`src/rtl/i2c_ctrl_sm_if.sv`:
```
// Bundle between the I2C control sequencer (slave modport) and its requester/bench (master modport).
// Carries the request, the sampled bus lines and the CS/NS/tx_bit/SCL outputs.
interface i2c_ctrl_sm_if;
  logic        start;
  logic [6:0]  dev_addr;
  logic [15:0] wr_data;
  logic        i2c_sdat_in;
  logic        i2c_sclk_in;
  logic [3:0]  CS;
  logic [3:0]  NS;
  logic        tx_bit;
  logic        i2c_sclk;
  logic        busy;
  logic        done;
  logic        ack_error;

  modport master (
    output start, dev_addr, wr_data, i2c_sdat_in, i2c_sclk_in,
    input  CS, NS, tx_bit, i2c_sclk, busy, done, ack_error
  );

  modport slave (
    input  start, dev_addr, wr_data, i2c_sdat_in, i2c_sclk_in,
    output CS, NS, tx_bit, i2c_sclk, busy, done, ack_error
  );
endinterface

```
`src/rtl/i2c_ctrl_sm.sv`:
```
// I2C master sequencer: one 3-byte write (addr+W, data1, data2) per request, SCL, bit count, ACK check.
// Define I2C_CLK_STRETCH_EN to let a slave stretch SCL by holding the line low while SCL is released.
module i2c_ctrl_sm #(
  parameter int unsigned CLK_DIV = 125
) (
  input logic          clk,
  input logic          reset_n,
  i2c_ctrl_sm_if.slave bus
);
  localparam int unsigned     DIV_W   = 12;
  localparam logic [DIV_W-1:0] DIV_MAX = DIV_W'(CLK_DIV - 1);

  typedef enum logic [3:0] {
    S_WAIT    = 4'd0,
    S_START   = 4'd1,
    S_ADDRESS = 4'd2,
    S_ACK1    = 4'd3,
    S_DATA1   = 4'd4,
    S_ACK2    = 4'd5,
    S_DATA2   = 4'd6,
    S_ACK3    = 4'd7,
    S_STOP    = 4'd8
  } state_t;

  // Raw 4-bit register so corrupted codes 9..15 are representable and decode back to Wait.
  logic [3:0]       cs;
  state_t           ns;
  logic [DIV_W-1:0] div, div_nx;
  logic [1:0]       phase, phase_nx;
  logic [2:0]       bit_cnt, bit_cnt_nx;
  logic [7:0]       shift, shift_nx;
  logic [15:0]      data, data_nx;
  logic             ack_error_q, ack_error_nx;
  logic             sclk_q, tx_bit_q, busy_q, done_q;
  logic             stall, tick, bit_end, is_ack, is_data;

`ifdef I2C_CLK_STRETCH_EN
  assign stall = sclk_q && (phase == 2'd1 || phase == 2'd2) && !bus.i2c_sclk_in;
`else
  logic unused_sclk_in;
  assign unused_sclk_in = bus.i2c_sclk_in;
  assign stall          = 1'b0;
`endif

  assign tick    = !stall && (div == DIV_MAX);
  assign bit_end = tick && (phase == 2'd3);
  assign is_ack  = (cs == S_ACK1) || (cs == S_ACK2) || (cs == S_ACK3);
  assign is_data = (cs == S_ADDRESS) || (cs == S_DATA1) || (cs == S_DATA2);

  function automatic logic scl_level(input state_t s, input logic [1:0] ph);
    case (s)
      S_ADDRESS, S_ACK1, S_DATA1, S_ACK2, S_DATA2, S_ACK3: scl_level = (ph == 2'd1) || (ph == 2'd2);
      S_STOP:  scl_level = (ph != 2'd0);
      default: scl_level = 1'b1;
    endcase
  endfunction

  // Next-state decode; a NACK latched in ack_error diverts the Ack state to Stop.
  always_comb begin
    ns = S_WAIT;
    case (cs)
      S_WAIT:    ns = bus.start ? S_START : S_WAIT;
      S_START:   ns = bit_end ? S_ADDRESS : S_START;
      S_ADDRESS: ns = (bit_end && bit_cnt == 3'd0) ? S_ACK1 : S_ADDRESS;
      S_ACK1:    ns = bit_end ? (ack_error_q ? S_STOP : S_DATA1) : S_ACK1;
      S_DATA1:   ns = (bit_end && bit_cnt == 3'd0) ? S_ACK2 : S_DATA1;
      S_ACK2:    ns = bit_end ? (ack_error_q ? S_STOP : S_DATA2) : S_ACK2;
      S_DATA2:   ns = (bit_end && bit_cnt == 3'd0) ? S_ACK3 : S_DATA2;
      S_ACK3:    ns = bit_end ? S_STOP : S_ACK3;
      S_STOP:    ns = bit_end ? S_WAIT : S_STOP;
      default:   ns = S_WAIT;
    endcase
  end

  // Divider, phase, bit counter and byte shifter.
  always_comb begin
    div_nx       = div;
    phase_nx     = phase;
    bit_cnt_nx   = bit_cnt;
    shift_nx     = shift;
    data_nx      = data;
    ack_error_nx = ack_error_q;
    if (cs == S_WAIT || ns == S_WAIT) begin
      div_nx     = '0;
      phase_nx   = 2'd0;
      bit_cnt_nx = 3'd7;
      if (cs == S_WAIT && ns == S_START) begin
        shift_nx     = {bus.dev_addr, 1'b0};
        data_nx      = bus.wr_data;
        ack_error_nx = 1'b0;
      end
    end else begin
      if (tick) begin
        div_nx   = '0;
        phase_nx = phase + 2'd1;
      end else if (!stall) begin
        div_nx = div + DIV_W'(1);
      end
      if (is_ack && tick && phase == 2'd2 && bus.i2c_sdat_in) begin
        ack_error_nx = 1'b1;
      end
      // Decrement wraps 0 -> 7, which is the reload for the next byte.
      if (is_data && bit_end) begin
        bit_cnt_nx = bit_cnt - 3'd1;
      end
      if (cs == S_ACK1 && ns == S_DATA1) begin
        shift_nx = data[15:8];
      end
      if (cs == S_ACK2 && ns == S_DATA2) begin
        shift_nx = data[7:0];
      end
    end
  end

  always_ff @(posedge clk or negedge reset_n) begin
    if (!reset_n) begin
      cs          <= S_WAIT;
      div         <= '0;
      phase       <= 2'd0;
      bit_cnt     <= 3'd7;
      shift       <= '0;
      data        <= '0;
      ack_error_q <= 1'b0;
      sclk_q      <= 1'b1;
      tx_bit_q    <= 1'b0;
      busy_q      <= 1'b0;
      done_q      <= 1'b0;
    end else begin
      cs          <= ns;
      div         <= div_nx;
      phase       <= phase_nx;
      bit_cnt     <= bit_cnt_nx;
      shift       <= shift_nx;
      data        <= data_nx;
      ack_error_q <= ack_error_nx;
      sclk_q      <= scl_level(ns, phase_nx);
      tx_bit_q    <= shift_nx[bit_cnt_nx];
      busy_q      <= (ns != S_WAIT);
      done_q      <= (cs == S_STOP) && (ns == S_WAIT);
    end
  end

  assign bus.CS        = cs;
  assign bus.NS        = ns;
  assign bus.tx_bit    = tx_bit_q;
  assign bus.i2c_sclk  = sclk_q;
  assign bus.busy      = busy_q;
  assign bus.done      = done_q;
  assign bus.ack_error = ack_error_q;
endmodule

```
`src/flat_wrapper.sv`:
```
// flat-port wrapper written by rule: the top's interface ports become plain ports
module i2c_ctrl_sm_flat 
#(
  parameter int unsigned CLK_DIV = 125
)
  (clk, reset_n, bus_start, bus_dev_addr, bus_wr_data, bus_i2c_sdat_in, bus_i2c_sclk_in, bus_CS, bus_NS, bus_tx_bit, bus_i2c_sclk, bus_busy, bus_done, bus_ack_error);
  i2c_ctrl_sm_if bus_i ();
  input logic clk;
  input logic reset_n;
  input wire logic [$bits(bus_i.start)-1:0] bus_start;
  input wire logic [$bits(bus_i.dev_addr)-1:0] bus_dev_addr;
  input wire logic [$bits(bus_i.wr_data)-1:0] bus_wr_data;
  input wire logic [$bits(bus_i.i2c_sdat_in)-1:0] bus_i2c_sdat_in;
  input wire logic [$bits(bus_i.i2c_sclk_in)-1:0] bus_i2c_sclk_in;
  output wire logic [$bits(bus_i.CS)-1:0] bus_CS;
  output wire logic [$bits(bus_i.NS)-1:0] bus_NS;
  output wire logic [$bits(bus_i.tx_bit)-1:0] bus_tx_bit;
  output wire logic [$bits(bus_i.i2c_sclk)-1:0] bus_i2c_sclk;
  output wire logic [$bits(bus_i.busy)-1:0] bus_busy;
  output wire logic [$bits(bus_i.done)-1:0] bus_done;
  output wire logic [$bits(bus_i.ack_error)-1:0] bus_ack_error;
  assign bus_i.start = bus_start;
  assign bus_i.dev_addr = bus_dev_addr;
  assign bus_i.wr_data = bus_wr_data;
  assign bus_i.i2c_sdat_in = bus_i2c_sdat_in;
  assign bus_i.i2c_sclk_in = bus_i2c_sclk_in;
  assign bus_CS = bus_i.CS;
  assign bus_NS = bus_i.NS;
  assign bus_tx_bit = bus_i.tx_bit;
  assign bus_i2c_sclk = bus_i.i2c_sclk;
  assign bus_busy = bus_i.busy;
  assign bus_done = bus_i.done;
  assign bus_ack_error = bus_i.ack_error;
  i2c_ctrl_sm #(.CLK_DIV(CLK_DIV)) u_core (.clk(clk), .reset_n(reset_n), .bus(bus_i));
endmodule
```
`config.mk`:
```
export PLATFORM = sky130hd
export DESIGN_NAME = i2c_ctrl_sm_flat
export DESIGN_NICKNAME = d
export VERILOG_FILES = /design/src/rtl/i2c_ctrl_sm_if.sv /design/src/rtl/i2c_ctrl_sm.sv /design/src/flat_wrapper.sv
export SDC_FILE = /design/constraint.sdc
export NUM_CORES = 1
export LEC_CHECK = 0
export CAP_MARGIN = 20
export CORE_UTILIZATION = 26
export CTS_CLUSTER_DIAMETER = 60
export DETAILED_ROUTE_END_ITERATION = 16
export SLEW_MARGIN = 10
export SYNTH_ARGS = -nofsm -noshare
export SYNTH_HDL_FRONTEND = slang
export SYNTH_SLANG_ARGS = --single-unit
```
`constraint.sdc`:
```
create_clock -name clk -period 4.4 [get_ports clk]
set_input_delay 1.1 -clock clk [delete_from_list [all_inputs] [get_ports clk]]
set_output_delay 1.1 -clock clk [all_outputs]
set_load 0.01 [all_outputs]
```
== Word level (Yosys, flattened, before mapping) ==
Cells that the tools add are included.
Storage, ports and cells
  latch bits: 0
  bits in registers: 50
  logic and storage cells: 90
  memories: 0
  bits in read-only memories: 0
  bits in writable memories: 0
  input port bits: 28
Cells by class
  shifts and indexed selects: 0
  magnitude comparators: 1
  divide/modulo/power cells: 0
  $mul: 0
  eq/ne operators: 22
  reduce and logical (&&, ||, !) cells: 25
  $add $sub $neg: 3
  bitwise logic cells: 0
  muxes and demuxes: 28
Operators by type and width (number)
  one-hot mux 4 bit (9 select lines): 1
  == test 4 x 3 -> 1 bit, second input constant: 8
  two-way mux 8 bit: 4
  two-way mux 12 bit: 2
  two-way mux 4 bit: 6
  == test 4 x 2 -> 1 bit, second input constant: 4
  adder 12 x 1 -> 12 bit, second input constant: 1
  == test 12 x 7 -> 1 bit, second input constant: 1
  logical AND 1 bit: 10
  == test 4 x 1 -> 1 bit, second input constant: 2
  == test 4 bit, second input constant: 2
  logical NOT 4 bit: 2
  two-way mux 1 bit: 8
  == test 2 bit, second input constant: 3
  logical OR 1 bit: 6
  two-way mux 2 bit: 3
  two-way mux 3 bit: 2
  OR reduction 6 bit: 1
  less-than comparator 3 x 4 -> 1 bit, second input constant: 1
  AND reduction 2 bit: 2
  nonzero test 2 bit: 2
  nonzero test 4 bit: 1
  binary-select mux 1 bit (select 3 bit): 1
  logical NOT 3 bit: 1
  other kinds (5): 5

== Depth between registers and ports, before layout ==
Gate-level depths: netlist (run 1).
  word-level depth: 12
  gate-level depth with buffers: 12

== Worst setup path after synthesis (run 1) ==
Ideal clock, no wire load.
  kind: register -> output
  start: register u_core.div[9]
  end: output bus_NS[0]
  buffers on the path: 0
  path slack: 1.493 ns
  arrival: 1.807 ns
  cell stages (with the launch flop): 7
  cell sequence: dfrtp_1 -> nor4_4 -> and4_2 -> nand2_1 -> nor4b_1 -> a211oi_1 -> nor3_1
On the way
  word-level cells in the longest chain between the ends: 5
Ends and longest elaborated chain
  start: declaration: RTL line i2c_ctrl_sm.sv:28  | logic [DIV_W-1:0] div, div_nx;
  start signal: assignment: RTL line i2c_ctrl_sm.sv:130  | div <= div_nx;
  == test 12 x 7 -> 1 bit *: RTL line i2c_ctrl_sm.sv:45  | assign tick = !stall && (div == DIV_MAX);
  logical AND 1 bit *: RTL line i2c_ctrl_sm.sv:46  | assign bit_end = tick && (phase == 2'd3);
  logical AND 1 bit: RTL line i2c_ctrl_sm.sv:64, i2c_ctrl_sm.sv:66, i2c_ctrl_sm.sv:68
  two-way mux 1 bit: RTL line i2c_ctrl_sm.sv:64, i2c_ctrl_sm.sv:66, i2c_ctrl_sm.sv:68
  one-hot mux 4 bit (9 select lines) *: RTL line i2c_ctrl_sm.sv:61  | case (cs)
  end: declaration: RTL line flat_wrapper.sv:16  | output wire logic [$bits(bus_i.NS)-1:0] bus_NS;
Mark *: on every way between the ends. The rest lies on a longest branch, timed or not.

== Worst setup path in the final report (run 1) ==
Ends and elaborated chain as after synthesis.

==> impl_results.html, run 1 <==
<table>
<tr><th>Metric</th><th>Value</th></tr>
<tr><th colspan="2">Run status</th></tr>
<tr><td>Status</td><td>complete, no violations</td></tr>
<tr><th colspan="2">Yosys</th></tr>
<tr><td>Number of enable-type register cells in the synthesized netlist</td><td>0</td></tr>
<tr><td>Primary FF master, synth</td><td>sky130_fd_sc_hd__dfrtp_1</td></tr>
<tr><td>Synthesized netlist cell count</td><td>260</td></tr>
<tr><td>Average cell area after synthesis</td><td>10.4 sq um</td></tr>
<tr><td>Share of synthesized registers carrying an async set or reset</td><td>100%</td></tr>
<tr><td>Yosys warning total</td><td>0</td></tr>
<tr><td>Post-synthesis sequential area ratio</td><td>46.5%</td></tr>
<tr><td>Mapped Area</td><td>2700 sq um</td></tr>
<tr><td>Number of register bits inferred by synthesis</td><td>50</td></tr>
<tr><td>Syn nets</td><td>295</td></tr>
<tr><td>Netlist cell types</td><td>52</td></tr>
<tr><th colspan="2">Finish</th></tr>
<tr><td>Final-layout fill cell count</td><td>1044</td></tr>
<tr><td>Most common cell after layout, fill and taps aside</td><td>sky130_fd_sc_hd__dfrtp_1</td></tr>
<tr><td>Final antenna diode count</td><td>0</td></tr>
<tr><td>Final nets</td><td>333</td></tr>
<tr><td>Share of cells above drive strength 1</td><td>16.1%</td></tr>
<tr><td>Synth-to-layout area growth</td><td>22.0%</td></tr>
<tr><td>Most frequent cells in the layout</td><td>46 x sky130_fd_sc_hd__dfrtp_1, 38 x sky130_fd_sc_hd__clkdlybuf4s50_1, 25 x sky130_fd_sc_hd__nor2_1</td></tr>
<tr><th colspan="2">Place</th></tr>
<tr><td>Detail Placement HPWL</td><td>4180 um</td></tr>
<tr><td>Port Buffers</td><td>39</td></tr>
<tr><td>Final weighted congestion in routability-driven placement</td><td>0.748</td></tr>
<tr><th colspan="2">Floorplanning</th></tr>
<tr><td>Starting Density</td><td>27.2%</td></tr>
<tr><td>Floorplan die width</td><td>104 um</td></tr>
<tr><td>Vertical die dimension</td><td>104 um</td></tr>
<tr><td>Floorplan row count</td><td>36</td></tr>
<tr><td>Floorplan core area</td><td>9910 sq um</td></tr>
<tr><td>Die Area</td><td>10800 sq um</td></tr>
<tr><td>Count of pins on the block boundary</td><td>41</td></tr>
<tr><th colspan="2">Worst setup path</th></tr>
<tr><td>Data arrival time of the critical path</td><td>2.89 ns</td></tr>
<tr><td>Data required time of the critical path</td><td>3.30 ns</td></tr>
<tr><td>Startpoint-to-endpoint class of the critical path</td><td>reg2out</td></tr>
<tr><td>Largest incremental delay on the critical path</td><td>0.59 ns</td></tr>
<tr><td>Startpoint class of the critical path</td><td>flop</td></tr>
<tr><td>Buffers plus inverters on the worst setup path</td><td>1</td></tr>
<tr><td>Crit path max-delay family</td><td>simple AND/OR/NAND/NOR gates</td></tr>
<tr><td>Critical path capture point type</td><td>primary output</td></tr>
<tr><td>Critical path cell sequence</td><td>nor4_4 -&gt; and4_2 -&gt; nand2_1 -&gt; nor4b_1 -&gt; a211oi_1 -&gt; nor3_1 -&gt; clkdlybuf4s50_1</td></tr>
<tr><td>Slowest cell on the critical path</td><td>sky130_fd_sc_hd__clkdlybuf4s50_1</td></tr>
<tr><td>Maximum fanout along the worst path</td><td>5</td></tr>
<tr><th colspan="2">Clock network</th></tr>
<tr><td>Total of cells resized after clock tree synthesis</td><td>0</td></tr>
<tr><td>Buffers inserted by post-CTS timing repair</td><td>0</td></tr>
<tr><td>Hold-fix buffer count after cts</td><td>0</td></tr>
<tr><td>Max clock buf depth</td><td>2</td></tr>
<tr><td>Clock edge transition at the registers on the reported setup and hold paths</td><td>0.09 ns</td></tr>
<tr><td>H-tree depth</td><td>2</td></tr>
<tr><td>Root buffer selected by CTS</td><td>sky130_fd_sc_hd__clkbuf_8</td></tr>
<tr><td>Clock sink count</td><td>50</td></tr>
<tr><td>Worst-Skew Late Latency</td><td>0.30 ns</td></tr>
<tr><td>Inserted Clock Buffers</td><td>5</td></tr>
<tr><td>Clock tree from TritonCTS</td><td>done</td></tr>
<tr><th colspan="2">Route</th></tr>
<tr><td>Final routed wirelength across all metal layers</td><td>5680 um</td></tr>
<tr><td>Overall via count from detail_route</td><td>2015</td></tr>
<tr><td>DRT antenna net count</td><td>0</td></tr>
<tr><td>First drt pass iteration count</td><td>4</td></tr>
<tr><td>Post-detailed-route DRC marker count</td><td>0</td></tr>
<tr><td>Vias per cell</td><td>4.66</td></tr>
<tr><td>First DRT Iteration DRCs</td><td>69</td></tr>
<tr><td>Drt wl/cell</td><td>13.1 um</td></tr>
<tr><th colspan="2">Global routing</th></tr>
<tr><td>Number of global-route vias before repair</td><td>2001</td></tr>
<tr><td>Largest net degree at the start of global routing</td><td>51</td></tr>
<tr><td>All-layer global routing usage</td><td>11.4%</td></tr>
<tr><td>Antenna violations before repair</td><td>0</td></tr>
<tr><td>First-pass GRT wire length</td><td>9880 um</td></tr>
<tr><td>Total global routing overflow</td><td>0</td></tr>
<tr><th colspan="2">Power and ir drop</th></tr>
<tr><td>Post-layout total power</td><td>1.02 mW</td></tr>
<tr><td>Worst ir drop on vdd</td><td>0.112 mV</td></tr>
<tr><td>Power Dens Cells</td><td>310 nW/um^2</td></tr>
<tr><td>Leakage</td><td>1.37 nW</td></tr>
<tr><th colspan="2">STA</th></tr>
<tr><td>Setup violators final</td><td>0</td></tr>
<tr><td>Actual transition at the worst max-transition pin</td><td>0.703 ns</td></tr>
<tr><td>Setup_tns</td><td>0 ns</td></tr>
<tr><td>Unrepaired setup endpoints after global routing</td><td>false</td></tr>
<tr><td>Period minus WS final</td><td>3.99 ns</td></tr>
<tr><td>Tcrit/Tclk final</td><td>90.6%</td></tr>
<tr><td>Final hold violations</td><td>0</td></tr>
<tr><td>Number of max-slew violations in the final report</td><td>0</td></tr>
<tr><td>Fin Clk Skew</td><td>0.00609 ns</td></tr>
<tr><td>Max Clk Rate</td><td>0.251 GHz</td></tr>
<tr><td>Relative slew slack</td><td>52.8%</td></tr>
<tr><th colspan="2">Job</th></tr>
<tr><td>Max-cap violation count</td><td>0</td></tr>
<tr><th colspan="2">Min path</th></tr>
<tr><td>HP Class</td><td>reg2reg</td></tr>
</table>
[final timing paths]
| kind | from | end | slack [ns] | cells after the start |
|---|---|---|---|---|
| worst min-delay path | u_core.shift[1]$_DFF_PN0_ | u_core.shift[1]$_DFF_PN0_ | 0.50 | 2 |
| min in group asynchronous | reset_n | u_core.bus.CS[3]$_DFF_PN0_ | 0.89 | 2 |
| worst min register to register | u_core.shift[1]$_DFF_PN0_ | u_core.shift[1]$_DFF_PN0_ | 0.50 | 2 |
| worst max register to register | u_core.div[0]$_DFF_PN0_ | u_core.bus.i2c_sclk$_DFF_PN1_ | 1.77 | 10 |
| worst max-delay path | u_core.div[9]$_DFF_PN0_ | bus_NS[0] | 0.41 | 7 |
| max in group asynchronous | reset_n | u_core.bus.busy$_DFF_PN0_ | 3.06 | 2 |
[kinds of logic (layout without fill, tap and decap cells)]
group	after synthesis	count (layout)	share of synthesized area, %
XOR/XNOR	13	13	4.50
AND/OR/NAND/NOR	98	98	20.6
buffers and inverters	21	60	3.57
multiplexers	26	26	10.6
AO/OA/AOI/OAI	45	45	10.9
adder cells (fa/ha/maj)	7	7	3.25
flip-flops	50	50	46.5
[tightest hold or removal path, delay by kind of cell, from the launching register on]
family	cells	cell delay, ns
compound gates	1	0.04
flops	1	0.35
simple gates	1	0.08
[synthesized netlist by cell type (all sizes together) (3+ instances only)]
| cell type | instances | area share, % |
|---|---|---|
| and3 | 3 | 0.79 |
| nand3 | 10 | 1.9 |
| clkbuf | 6 | 0.88 |
| inv | 11 | 1.5 |
| xnor2 | 6 | 2.2 |
| nand2 | 22 | 3.1 |
| nor2 | 27 | 4.3 |
| mux2 | 21 | 8.8 |
| a21oi | 7 | 1.3 |
| o21ai | 16 | 3.0 |
| mux2i | 5 | 1.9 |
| o22a | 6 | 1.9 |
| nand2b | 6 | 1.4 |
| ha | 7 | 3.2 |
| nand4 | 5 | 1.7 |
| xor2 | 7 | 2.3 |
| o22ai | 3 | 0.70 |
| and2 | 3 | 0.70 |
| buf | 4 | 1.2 |
| dfstp | 4 | 3.9 |
| nor3 | 6 | 1.1 |
| a22oi | 3 | 0.83 |
| dfrtp | 46 | 43 |
[metrics by stage]
stage	worst slack [ns]	util (%)	std cells	cell area [sq um]	hold WS (ns)
floorplan	1.49	-	260	2700	0.454
global placement	0.736	32.4	424	3210	0.474
detailed placement	0.734	32.4	424	3210	0.491
CTS	0.389	33.2	432	3290	0.511
global route	0.242	33.2	432	3290	0.531
finish	0.412	33.2	432	3290	0.504
[sequential cells by signal, indices dropped and copies added, names as in the netlist]
signal	cells
u_core.bus.ack_error	1
u_core.bus.CS	4
u_core.bus.done	1
u_core.data	16
u_core.shift	8
u_core.bus.i2c_sclk	1
u_core.bus.busy	1
u_core.bus.tx_bit	1
u_core.phase	2
u_core.bit_cnt	3
u_core.div	12
[area by class of cell]
type	count	area, sq um	area share (%)
repair buffers	41	400	12.2
well taps	133	166	5.05
clock buffers	6	72.6	2.20
inverters	11	41.3	1.25
multi-input cells	189	1350	40.9
flip-flops and latches	50	1260	38.1
clock inverters	2	10.0	0.304
[layer usage]
layer  vias up  global-route usage (%)  share of wire, %
li1        988                       -                 -
met1       985                    15.4                48
met2        35                    18.1                47
met3         7                    3.01               3.9
met4         0                    3.06               1.1
met5         -                       0                 0
[power by group]
part / total (mW) / switching [mW] / internal [mW]
combinational: 0.181 / 0.0810 / 0.0999
sequential: 0.580 / 0.0571 / 0.523
clock: 0.260 / 0.149 / 0.111
total: 1.02 / 0.287 / 0.734
(Power assumes the default switching activity.)
==> run 2, diff against run 1 <==
- CELL_PAD_IN_SITES_DETAIL_PLACEMENT: not set -> 1
- CELL_PAD_IN_SITES_GLOBAL_PLACEMENT: not set -> 1
- PLACE_DENSITY_LB_ADDON: not set -> 0.1
==> impl_results.html, run 2 (synthesis gave the netlist of run 1 again) <==
<table>
<tr><th>Metric</th><th>Value</th></tr>
<tr><th colspan="2">Route</th></tr>
<tr><td>Vias per cell</td><td>4.74 (+1.6%)</td></tr>
<tr><td>Overall via count from detail_route</td><td>2047 (+1.6%)</td></tr>
<tr><td>DRT antenna net count</td><td>0 (unchanged)</td></tr>
<tr><td>Final routed wirelength across all metal layers</td><td>6720 um (+18%)</td></tr>
<tr><td>First DRT Iteration DRCs</td><td>37 (-46%)</td></tr>
<tr><td>First drt pass iteration count</td><td>4 (unchanged)</td></tr>
<tr><td>Drt wl/cell</td><td>15.6 um (+18%)</td></tr>
<tr><td>Post-detailed-route DRC marker count</td><td>0 (unchanged)</td></tr>
<tr><th colspan="2">Clock network</th></tr>
<tr><td>Clock tree from TritonCTS</td><td>done</td></tr>
<tr><td>Max clock buf depth</td><td>2 (unchanged)</td></tr>
<tr><td>Total of cells resized after clock tree synthesis</td><td>0 (unchanged)</td></tr>
<tr><td>Hold-fix buffer count after cts</td><td>0 (unchanged)</td></tr>
<tr><td>Clock edge transition at the registers on the reported setup and hold paths</td><td>0.10 ns (about the same)</td></tr>
<tr><td>Buffers inserted by post-CTS timing repair</td><td>0 (unchanged)</td></tr>
<tr><td>Clock sink count</td><td>50 (unchanged)</td></tr>
<tr><td>Root buffer selected by CTS</td><td>sky130_fd_sc_hd__clkbuf_8</td></tr>
<tr><td>H-tree depth</td><td>2 (unchanged)</td></tr>
<tr><td>Inserted Clock Buffers</td><td>5 (unchanged)</td></tr>
<tr><td>Worst-Skew Late Latency</td><td>0.30 ns (about the same)</td></tr>
<tr><th colspan="2">Floorplanning</th></tr>
<tr><td>Starting Density</td><td>27.2% (unchanged)</td></tr>
<tr><td>Floorplan die width</td><td>104 um (unchanged)</td></tr>
<tr><td>Floorplan core area</td><td>9910 sq um (unchanged)</td></tr>
<tr><td>Die Area</td><td>10800 sq um (unchanged)</td></tr>
<tr><td>Floorplan row count</td><td>36 (unchanged)</td></tr>
<tr><td>Vertical die dimension</td><td>104 um (unchanged)</td></tr>
<tr><td>Count of pins on the block boundary</td><td>41 (unchanged)</td></tr>
<tr><th colspan="2">Worst setup path</th></tr>
<tr><td>Depth of the worst register-to-register path</td><td>10 (unchanged)</td></tr>
<tr><td>Setup slack of the most critical reg-to-reg path</td><td>1.77 ns (about the same)</td></tr>
<tr><td>Startpoint-to-endpoint class of the critical path</td><td>reg2out</td></tr>
<tr><td>Startpoint class of the critical path</td><td>flop</td></tr>
<tr><td>Largest incremental delay on the critical path</td><td>0.60 ns (about the same)</td></tr>
<tr><td>Critical path capture point type</td><td>primary output</td></tr>
<tr><td>Reg2Reg Capture Point</td><td>u_core.bus.i2c_sclk$_DFF_PN1_</td></tr>
<tr><td>Slowest cell on the critical path</td><td>sky130_fd_sc_hd__clkdlybuf4s50_1</td></tr>
<tr><td>Data required time of the critical path</td><td>3.30 ns (about the same)</td></tr>
<tr><td>Maximum fanout along the worst path</td><td>5 (unchanged)</td></tr>
<tr><td>Critical path cell sequence</td><td>nor4_4 -&gt; and4_2 -&gt; nand2_1 -&gt; nor4b_1 -&gt; a211oi_1 -&gt; nor3_1 -&gt; clkdlybuf4s50_1</td></tr>
<tr><td>Startpoint of the worst register-to-register path</td><td>u_core.div[0]$_DFF_PN0_</td></tr>
<tr><td>Data arrival time of the critical path</td><td>2.90 ns (about the same)</td></tr>
<tr><th colspan="2">Min path</th></tr>
<tr><td>HP Class</td><td>reg2reg</td></tr>
<tr><td>Startpoint of the worst hold path</td><td>u_core.shift[1]$_DFF_PN0_</td></tr>
<tr><td>Worst Hold Endpoint</td><td>u_core.shift[1]$_DFF_PN0_</td></tr>
<tr><td>Hold path cells</td><td>2 (unchanged)</td></tr>
<tr><th colspan="2">STA</th></tr>
<tr><td>Relative slew slack</td><td>46.5% (-6.3 points)</td></tr>
<tr><td>Period minus WS final</td><td>4.00 ns (+0.0112 ns)</td></tr>
<tr><td>Minimum setup slack in the final design</td><td>0.400 ns (-0.0112 ns)</td></tr>
<tr><td>Final hold violations</td><td>0 (unchanged)</td></tr>
<tr><td>Unrepaired setup endpoints after global routing</td><td>false</td></tr>
<tr><td>Fin Clk Skew</td><td>0.00965 ns (+0.00356 ns)</td></tr>
<tr><td>Tcrit/Tclk final</td><td>90.9% (+0.25 points)</td></tr>
<tr><td>Setup violators final</td><td>0 (unchanged)</td></tr>
<tr><td>Max Clk Rate</td><td>0.250 GHz (-0.28%)</td></tr>
<tr><td>Setup_tns</td><td>0 ns (unchanged)</td></tr>
<tr><td>Number of max-slew violations in the final report</td><td>0 (unchanged)</td></tr>
<tr><td>Post-Route Hold Slack</td><td>0.500 ns (-0.00324 ns)</td></tr>
<tr><td>Actual transition at the worst max-transition pin</td><td>0.799 ns (+0.0965 ns)</td></tr>
<tr><th colspan="2">Global routing</th></tr>
<tr><td>First-pass GRT wire length</td><td>11500 um (+17%)</td></tr>
<tr><td>Antenna violations before repair</td><td>0 (unchanged)</td></tr>
<tr><td>All-layer global routing usage</td><td>13.4% (+2.0 points)</td></tr>
<tr><td>Total global routing overflow</td><td>0 (unchanged)</td></tr>
<tr><td>Number of global-route vias before repair</td><td>2209 (+10%)</td></tr>
<tr><td>Largest net degree at the start of global routing</td><td>30 (-41%)</td></tr>
<tr><th colspan="2">Power and ir drop</th></tr>
<tr><td>Leakage</td><td>1.37 nW (+0.16%)</td></tr>
<tr><td>Worst ir drop on vdd</td><td>0.107 mV (-4.6%)</td></tr>
<tr><td>Power Dens Cells</td><td>319 nW/um^2 (+2.8%)</td></tr>
<tr><td>Post-layout total power</td><td>1.05 mW (+3.2%)</td></tr>
<tr><th colspan="2">Place</th></tr>
<tr><td>Setup slack after placement</td><td>0.756 ns (+0.0221 ns)</td></tr>
<tr><td>Placed cell count</td><td>424 (unchanged)</td></tr>
<tr><td>Final weighted congestion in routability-driven placement</td><td>0.725 (-3.0%)</td></tr>
<tr><td>Total cell area at the placement stage</td><td>3210 sq um (unchanged)</td></tr>
<tr><td>Port Buffers</td><td>39 (unchanged)</td></tr>
<tr><td>Detail Placement HPWL</td><td>5070 um (+21%)</td></tr>
<tr><th colspan="2">Finish</th></tr>
<tr><td>Share of cells above drive strength 1</td><td>16.4% (+0.33 points)</td></tr>
<tr><td>Final nets</td><td>333 (unchanged)</td></tr>
<tr><td>Synth-to-layout area growth</td><td>22.5%</td></tr>
<tr><td>Largest regs</td><td>u_core.data: 16 flops, u_core.div: 12 flops, u_core.shift: 8 flops</td></tr>
<tr><td>Most frequent cells in the layout</td><td>46 x sky130_fd_sc_hd__dfrtp_1, 38 x sky130_fd_sc_hd__clkdlybuf4s50_1, 25 x sky130_fd_sc_hd__nor2_1</td></tr>
<tr><td>Area of all placed cells without fillers</td><td>3310 sq um (+0.38%)</td></tr>
<tr><td>Final-layout fill cell count</td><td>1136 (+8.8%)</td></tr>
<tr><td>Layout Utilization</td><td>33.4% (+0.13 points)</td></tr>
<tr><td>Most common cell after layout, fill and taps aside</td><td>sky130_fd_sc_hd__dfrtp_1</td></tr>
<tr><td>Register with the most flip-flops</td><td>u_core.data</td></tr>
<tr><td>Non-filler instance count after layout</td><td>432 (unchanged)</td></tr>
<tr><td>Largest register FFs</td><td>16 (unchanged)</td></tr>
<tr><td>Final antenna diode count</td><td>0 (unchanged)</td></tr>
<tr><th colspan="2">Job</th></tr>
<tr><td>Max-cap violation count</td><td>0 (unchanged)</td></tr>
<tr><th colspan="2">Run status</th></tr>
<tr><td>Status</td><td>complete, no violations</td></tr>
</table>
[run 2: cell types whose count changed in the layout (fill, tap and decap cells not counted), sizes merged]
cell	previous run	this run
clkinv	2	1
clkinvlp	0	1
[run 2: worst max-delay path, delay by kind of cell (launching register included)]
kind / cells / cell delay [ns]
simple gates: 5 / 1.46
buf+inv: 1 / 0.60
flops: 1 / 0.44
compound gates: 1 / 0.09
[run 2: metal layers]
metal / global-route usage, % / wire length [um]
met1: 17.8 / 3300
met2: 22.5 / 3180
met3: 2.51 / 191
met4: 3.37 / 53
met5: 0 / 0
[run 2: where the power goes]
group	switching [mW]	internal (mW)	total (mW)
Clock	0.161	0.127	0.287
Sequential	0.0590	0.523	0.582
Combinational	0.0835	0.100	0.184
Total	0.303	0.750	1.05
[run 2: area by class of cell]
class,instances,area (sq um),share of cell area [%]
multi-input cells,189,1350,40.7
flip-flops and latches,50,1260,38.0
repair buffers,41,400,12.1
well taps,133,166,5.03
clock buffers,6,82.6,2.50
inverters,11,41.3,1.25
clock inverters,2,12.5,0.379
[run 2: worst max path at each step]
stage	from	end	slack [ns]	depth (start not counted)
finish	u_core.div[9]$_DFF_PN0_	bus_NS[0]	0.40	7
global route	u_core.div[9]$_DFF_PN0_	bus_NS[0]	0.19	7
CTS	u_core.div[9]$_DFF_PN0_	bus_NS[0]	0.41	7
detailed placement	bus_start	bus_NS[0]	0.76	4
global placement	bus_start	bus_NS[0]	0.72	4
floorplan	u_core.div[9]$_DFF_PN0_	bus_NS[0]	1.49	6
